<file path="config.mk">
export PLATFORM = sky130hd
export DESIGN_NAME = csr_wide_bridge
export DESIGN_NICKNAME = d
export VERILOG_FILES = /design/src/rtl/csr_wide_bridge.sv
export SDC_FILE = /design/constraint.sdc
export NUM_CORES = 1
export LEC_CHECK = 0
export CORE_MARGIN = 2
export CORE_UTILIZATION = 54
export CTS_BUF_LIST = sky130_fd_sc_hd__clkbuf_2
export CTS_CLUSTER_SIZE = 30
export DETAILED_ROUTE_END_ITERATION = 12
export PLACE_DENSITY = 0.92
export SLEW_MARGIN = 20
export SYNTH_ARGS = -nofsm -noshare
export SYNTH_HDL_FRONTEND = slang
export SYNTH_SLANG_ARGS = --single-unit
</file>
<file path="constraint.sdc">
create_clock -name clk -period 2.2 [get_ports clk]
set_input_delay 0.66 -clock clk [delete_from_list [all_inputs] [get_ports clk]]
set_output_delay 0.66 -clock clk [all_outputs]
set_load 0.05 [all_outputs]
</file>
<file path="src/rtl/csr_wide_bridge.sv">
// csr_wide_bridge: 32-bit CPU register bus to 128-bit wide CSR initiator.
// Optional macro CSR_BRIDGE_AUTOCOMMIT_EN: a staging word 3 write in IDLE also commits.
module csr_wide_bridge #(
  parameter int unsigned RD_LAT      = 2,
  parameter logic [3:0]  PERIPH_ADDR = 4'd0
) (
  input  logic         clk,
  input  logic         rst_n,
  input  logic [3:0]   bus_addr,
  input  logic         bus_we,
  input  logic         bus_re,
  input  logic [31:0]  bus_wdata,
  output logic [31:0]  bus_rdata,
  output logic         bus_ack,
  output logic         csr2_we,
  output logic [127:0] csr2_wdata,
  output logic [3:0]   csr2_addr,
  input  logic [127:0] csr2_rdata,
  output logic         busy
);

  typedef enum logic [1:0] {IDLE, PULSE, WAIT, CAPTURE} state_t;

  localparam logic [3:0] WAIT_INIT = 4'(RD_LAT - 1);

  state_t             state_q;
  logic [3:0]         waitCnt_q;
  logic [3:0][31:0]   stage_q;
  logic [3:0][31:0]   snap_q;
  logic [7:0]         commitCnt_q;
  logic               err_q;
  logic               busy_q;
  logic               csr2We_q;
  logic [127:0]       csr2Wdata_q;
  logic [3:0]         csr2Addr_q;
  logic               busAck_q;
  logic [31:0]        busRdata_q;

  logic [31:0]        readData_d;
  logic [31:0]        statusWord;
  logic [127:0]       commitData;
  logic               stageWr;
  logic               ctrlWr;
  logic               clrReq;
  logic               autoReq;
  logic               startReq;

`ifdef CSR_BRIDGE_AUTOCOMMIT_EN
  localparam logic AUTO_BIT = 1'b1;
  assign autoReq = bus_we && (bus_addr == 4'd3);
`else
  localparam logic AUTO_BIT = 1'b0;
  assign autoReq = 1'b0;
`endif

  assign stageWr  = bus_we && (bus_addr[3:2] == 2'b00);
  assign ctrlWr   = bus_we && (bus_addr == 4'd4);
  assign clrReq   = ctrlWr && bus_wdata[1];
  assign startReq = (ctrlWr && bus_wdata[0]) || autoReq;

  // An auto-commit must carry the word 3 value being written this very cycle.
  assign commitData = autoReq ? {bus_wdata, stage_q[2:0]} : stage_q;

  assign statusWord = {16'd0, commitCnt_q, 5'd0, AUTO_BIT, err_q, busy_q};

  always_comb begin
    readData_d = '0;
    case (bus_addr)
      4'd0, 4'd1, 4'd2, 4'd3:   readData_d = stage_q[bus_addr[1:0]];
      4'd5:                     readData_d = statusWord;
      4'd8, 4'd9, 4'd10, 4'd11: readData_d = snap_q[bus_addr[1:0]];
      default:                  readData_d = '0;
    endcase
  end

  always_ff @(posedge clk) begin
    if (!rst_n) begin
      state_q     <= IDLE;
      waitCnt_q   <= '0;
      stage_q     <= '0;
      snap_q      <= '0;
      commitCnt_q <= '0;
      err_q       <= 1'b0;
      busy_q      <= 1'b0;
      csr2We_q    <= 1'b0;
      csr2Wdata_q <= '0;
      csr2Addr_q  <= '0;
      busAck_q    <= 1'b0;
      busRdata_q  <= '0;
    end else begin
      busAck_q   <= bus_we | bus_re;
      busRdata_q <= (bus_re && !bus_we) ? readData_d : '0;
      csr2We_q   <= 1'b0;

      if (stageWr) stage_q[bus_addr[1:0]] <= bus_wdata;

      // A commit request arriving while a transfer is in flight is dropped and flagged.
      if (clrReq) err_q <= 1'b0;
      if (startReq && busy_q) err_q <= 1'b1;

      case (state_q)
        IDLE: begin
          if (startReq) begin
            csr2Wdata_q <= commitData;
            csr2Addr_q  <= PERIPH_ADDR;
            csr2We_q    <= 1'b1;
            busy_q      <= 1'b1;
            state_q     <= PULSE;
          end
        end
        PULSE: begin
          waitCnt_q <= WAIT_INIT;
          state_q   <= (RD_LAT == 1) ? CAPTURE : WAIT;
        end
        WAIT: begin
          waitCnt_q <= waitCnt_q - 4'd1;
          if (waitCnt_q <= 4'd1) state_q <= CAPTURE;
        end
        CAPTURE: begin
          snap_q      <= csr2_rdata;
          commitCnt_q <= commitCnt_q + 8'd1;
          busy_q      <= 1'b0;
          state_q     <= IDLE;
        end
        default: state_q <= IDLE;
      endcase
    end
  end

  assign bus_rdata  = busRdata_q;
  assign bus_ack    = busAck_q;
  assign csr2_we    = csr2We_q;
  assign csr2_wdata = csr2Wdata_q;
  assign csr2_addr  = csr2Addr_q;
  assign busy       = busy_q;

endmodule

</file>
[Word-level counts from Yosys, hierarchy flattened]
Index checks and enable logic that the tools add are counted.
Word-level totals
  memory bits (writable): 0
  input bits: 168
  word-level logic and storage cells: 75
  register bits after elaboration: 434
  ROM bits: 0
  latch bits: 0
  memories: 0
Cells by class
  multiply operators: 0
  eq/ne operators: 14
  $add $sub $neg: 2
  magnitude comparators: 3
  reductions and logical operators: 21
  shifts and indexed selects: 0
  divide/modulo/power cells: 0
  bitwise operators: 1
  mux-type cells: 17
Operators by type and width (number)
  32-bit binary-select mux with 2-bit select: 2
  128-bit bitwise mux: 1
  32-bit two-way mux: 3
  32-bit one-hot mux with 3 select lines: 1
  32-bit demux with 2-bit select: 1
  4-bit equality test, second input constant: 4
  2-bit AND reduction: 5
  8-bit by 1-bit adder with 8-bit output, second input constant: 1
  4-bit by 2-bit equality test with 1-bit output, second input constant: 2
  4-bit by 3-bit equality test with 1-bit output, second input constant: 2
  2-bit one-hot mux with 4 select lines: 1
  4-bit one-hot mux with 2 select lines: 1
  4-bit OR reduction: 2
  1-bit logical AND: 7
  2-bit nonzero test: 3
  2-bit equality test, second input constant: 2
  4-bit by 1-bit equality test with 1-bit output, second input constant: 1
  4-bit by 1-bit <= comparator with 1-bit output, second input constant: 1
  2-bit zero test: 2
  4-bit zero test: 1
  1-bit two-way mux: 4
  2-bit two-way mux: 2
  2-bit != test, second input constant: 2
  4-bit by 1-bit subtractor with 4-bit output, second input constant: 1
  6 further kinds: 6

[Longest topological paths before layout]
  depth after elaboration: 5
  mapped depth: 7

[Least setup slack after synthesis]
No wires, ideal clock.
  path kind: input to register
  start: in bus_addr[0]
  end: reg busRdata_q[25], in the netlist bus_rdata[25]
  data required time: 2072 ps
  setup slack: 170 ps
  path buffers: 3
  arrival time: 1902 ps
  stages: 6
  path through: buf_2 > buf_4 > buf_4 > mux4_2 > mux2i_1 > nor2_1
On the way
  longest elaborated chain between the ends: 3
RTL lines
  from (decl): RTL line 9  | input logic [3:0] bus_addr,
  4-bit equality test, or another cell as far along: RTL line 68  | case (bus_addr)
  4-bit OR reduction, or another cell as far along: RTL line 68
  32-bit one-hot mux with 3 select lines (*): RTL line 68
  to (signal assigned): RTL line 92  | busRdata_q <= (bus_re && !bus_we) ? readData_d : '0;
  to (decl): RTL line 37  | logic [31:0] busRdata_q;
Mark *: on every way between the ends. The rest lies on a longest branch, timed or not. The select of a mux whose other input is x is not followed.
A chain may end at the register's enable or synchronous reset.

[Worst setup path in the final report]
  start: reg csr2Wdata_q[25], in the netlist csr2_wdata[25]
  end: out csr2_wdata[25]
RTL lines
  from (decl): RTL line 34  | logic [127:0] csr2Wdata_q;
  from (signal assigned): RTL line 104  | csr2Wdata_q <= commitData;
  to (decl): RTL line 16  | output logic [127:0] csr2_wdata,
No word-level cell between the ends.

==> summary.md <==
| Metric | Value |
|---|---|
| Final Hold Viols | `0` |
| Clock Pin Slew Worst Setup and Hold Paths | `0.11 ns` |
| Gpl congestion | `~0.89` |
| P per Cell Area | `roughly 650 nW/um^2` |
| Critical path, cell by cell | `buf_8` |
| Fin Hold WS | `0.3545 ns` |
| Post-synth top cells | `nand2_1, dfxtp_1, a21oi_1` |
| Total power draw | `approximately 14 mW` |
| Count leader, synth | `nand2_1` |
| Initial Util | `a little under three fifths` |
| Max Root-Sink Buffers | `3` |
| Peak supply drop | `around 0.48 mV` |
| Critical Path Sink Type | `output pin` |
| Actual transition at the worst max-transition pin | `roughly 0.59 ns` |
| Port-buffer cells | `between 300 and 400` |
| Synth Register Bits | `around 430` |
| Status | `completed` |
| Site Rows | `64` |
| Final worst setup slack | `around 0.04 ns` |
| Clk root buf | `clkbuf_2` |
| Peak Freq | `between 400 and 500 MHz` |
| Via count | `15.27k` |
| Gr usage total | `slightly above 30%` |
| Count of final max-slew check failures | `0` |
| Detailed Place HPWL | `35860 um` |
| Synth area leader | `dfxtp_1` |
| RSZ-0062 raised after global routing | `yes` |
| # DRC | `0` |
| CP Buf/Inv Count | `1` |
| Delay-heaviest family, CP | `flip-flops` |
| Die Wd | `roughly 180 um` |
| Drt initial violations | `roughly 1.4k` |
| Slowest-stage cell, CP | `dfxtp_2` |
| Cell area after layout | `~22000 um^2` |
| Pre-Repair DR Iteration Count | `5` |
| Via density | `around 5.7` |
| Routed wire length | `52940 um` |
| Max_cap viols | `0` |
| Final setup skew | `0.07524 ns` |
| Rel. slew slack | `about three fifths` |
| Final worst-path cycle share | `98.20%` |
| Die area | `~33000 um^2` |
| Synth area leaders | `dfxtp_1, nand2_1, mux2i_1, a21oi_1, mux4_2` |
| Die height | `around 180 um` |
| Setup violators final | `0` |
| Post-layout min period | `2.160 ns` |
| Core area | `30750 um^2` |
| Min-Delay Path Class | `in -> reg` |
| Synth warnings | `0` |
| Lkg Pwr | `8.050 nW` |
| Syn Area/Cell | `slightly above 9 um^2` |
| Clock Latency Late Sink | `between 0.9 and 1 ns` |
| First-pass GRT wire length | `80850 um` |
| Cts hold-fix bufs | `0` |
| Initial antenna violation count | `3` |
| Ys flop type | `dfxtp_1` |
| Total grt overflow | `0` |
| EDFF count, synth | `0` |
| Post-DP Area | `about 21000 um^2` |
| Number of global-route vias before repair | `roughly 15k` |
| Crit Path Max Fanout | `2` |
| Ports | `~340` |
| Post-Syn Instances | `1857` |
| Biggest cell delay along the critical path | `about 0.39 ns` |
| Nets | `~2.4k` |
| Synth top area share | `around half` |
| Final ANT Viol Nets | `0` |
| CTS tree | `yes` |
| Setup WS pre-CTS | `-0.3102 ns` |
| Largest net degree at the start of global routing | `80` |
| Post-DR wirelength/cell | `a little under 20 um` |
| CTS sink count | `434` |
| P&R area growth vs syn | `30.19%` |
| CTS Buf Count | `about 110` |
| CP required | `approximately 1.5 ns` |
| Kind of critical path | `reg -> out` |
| Synth cell types | `46` |
| Asr flop ratio synth | `0%` |
| H-tree levels | `3` |
| Mapped Area | `16970 um^2` |
| Worst setup SP type | `flop` |
| CP arrival | `around 1.5 ns` |
| Post-synthesis sequential area ratio | `between 50% and 60%` |
| Share of layout cells above drive strength 1 | `roughly a quarter` |
[registers in the layout, summed over array words and instances, names as in the netlist]
signal and cells:
bus_ack 1, bus_rdata 32, busy 1, commitCnt_q 8, commitData 128, csr2_wdata 128
csr2_we 1, err_q 1, snap_q 128, state_q 2, waitCnt_q 4
[cell families (layout without fill, tap and decap cells)]
group	count (synthesis)	count (layout)	synth area share, %
compound gates	305	305	9.401
fa+ha+maj	7	7	0.5161
other cells	1	8	0.02210
xor+xnor	5	5	0.2580
mux	226	226	17.39
simple gates	727	727	16.71
flops	434	434	51.20
buf+inv	152	578	4.505
[cell type report]
cell class	instances	area, um^2
fillers	2127	8656
inverters	7	33.78
clock buffers	147	735.7
diodes	4	10.01
multi-input cells	1274	7562
clock inverters	31	138.9
repair buffers	393	4280
flip-flops and latches	434	8837
well taps	396	495.5
[metrics by stage]
| stage | util, % | setup TNS [ns] | instances |
|---|---|---|---|
| floorplan | - | 0 | 1860 |
| global placement | 67.53 | -40.58 | 2501 |
| detailed placement | 67.53 | -44.53 | 2501 |
| CTS | 70.70 | -0.006541 | 2681 |
| global route | 71.84 | -0.3556 | 2685 |
| finish | 71.85 | 0 | 2686 |
[routing by layer]
layer	global-route usage, %	share of wire (%)
met1	39.04	39
met2	51.20	48
met3	7.297	10
met4	13.27	3.6
met5	0	0
[report_power, final]
| part | switching, mW | internal [mW] |
|---|---|---|
| combinational | 0.703 | 0.638 |
| clock | 3.20 | 1.81 |
| sequential | 0.0878 | 7.95 |
| total | 3.99 | 10.4 |
[layout by cell type (no fill, tap or decap), types with 3 or more instances in the layout]
master           Yosys  final
nand4_1              4      4
buf_8                1     18
a221oi_1            10     10
clkbuf_2             0    147
o21ai_0             14     14
buf_4               14     63
diode_2              0      4
and2_1               3      3
dfxtp_2              0     98
mux4_2              54     54
xor2_1               4      4
clkinv_2             0      4
buf_6               11    113
nand2_1            525    525
nor2_1             163    163
dfxtp_1            434    329
mux2i_1            162    162
clkinv_1             1     22
mux2_2              10     10
a21oi_1            270    270
clkbuf_4             0      5
ha_1                 7      6
dfxtp_4              0      7
or3_1                4      4
inv_1                5      5
conb_1               1      4
buf_12               0     29
clkdlybuf4s50_1      0    164
nor3_1              10     10
[final timing paths]
check | startpoint | to | slack [ns] | cells past startpoint
max | csr2_wdata[25] | csr2_wdata[25] | 0.04 | 1
min | bus_wdata[30] | commitData[94] | 0.35 | 3
max reg2reg | state_q[0] | csr2_wdata[113] | 0.48 | 6
min reg2reg | commitData[25] | csr2_wdata[25] | 0.42 | 2
[what timing repair did]
item                       CTS  global route
setup endpoints to repair  148           108
buffers inserted             2             1
resized for setup          848           137
(Power assumes the default switching activity.)
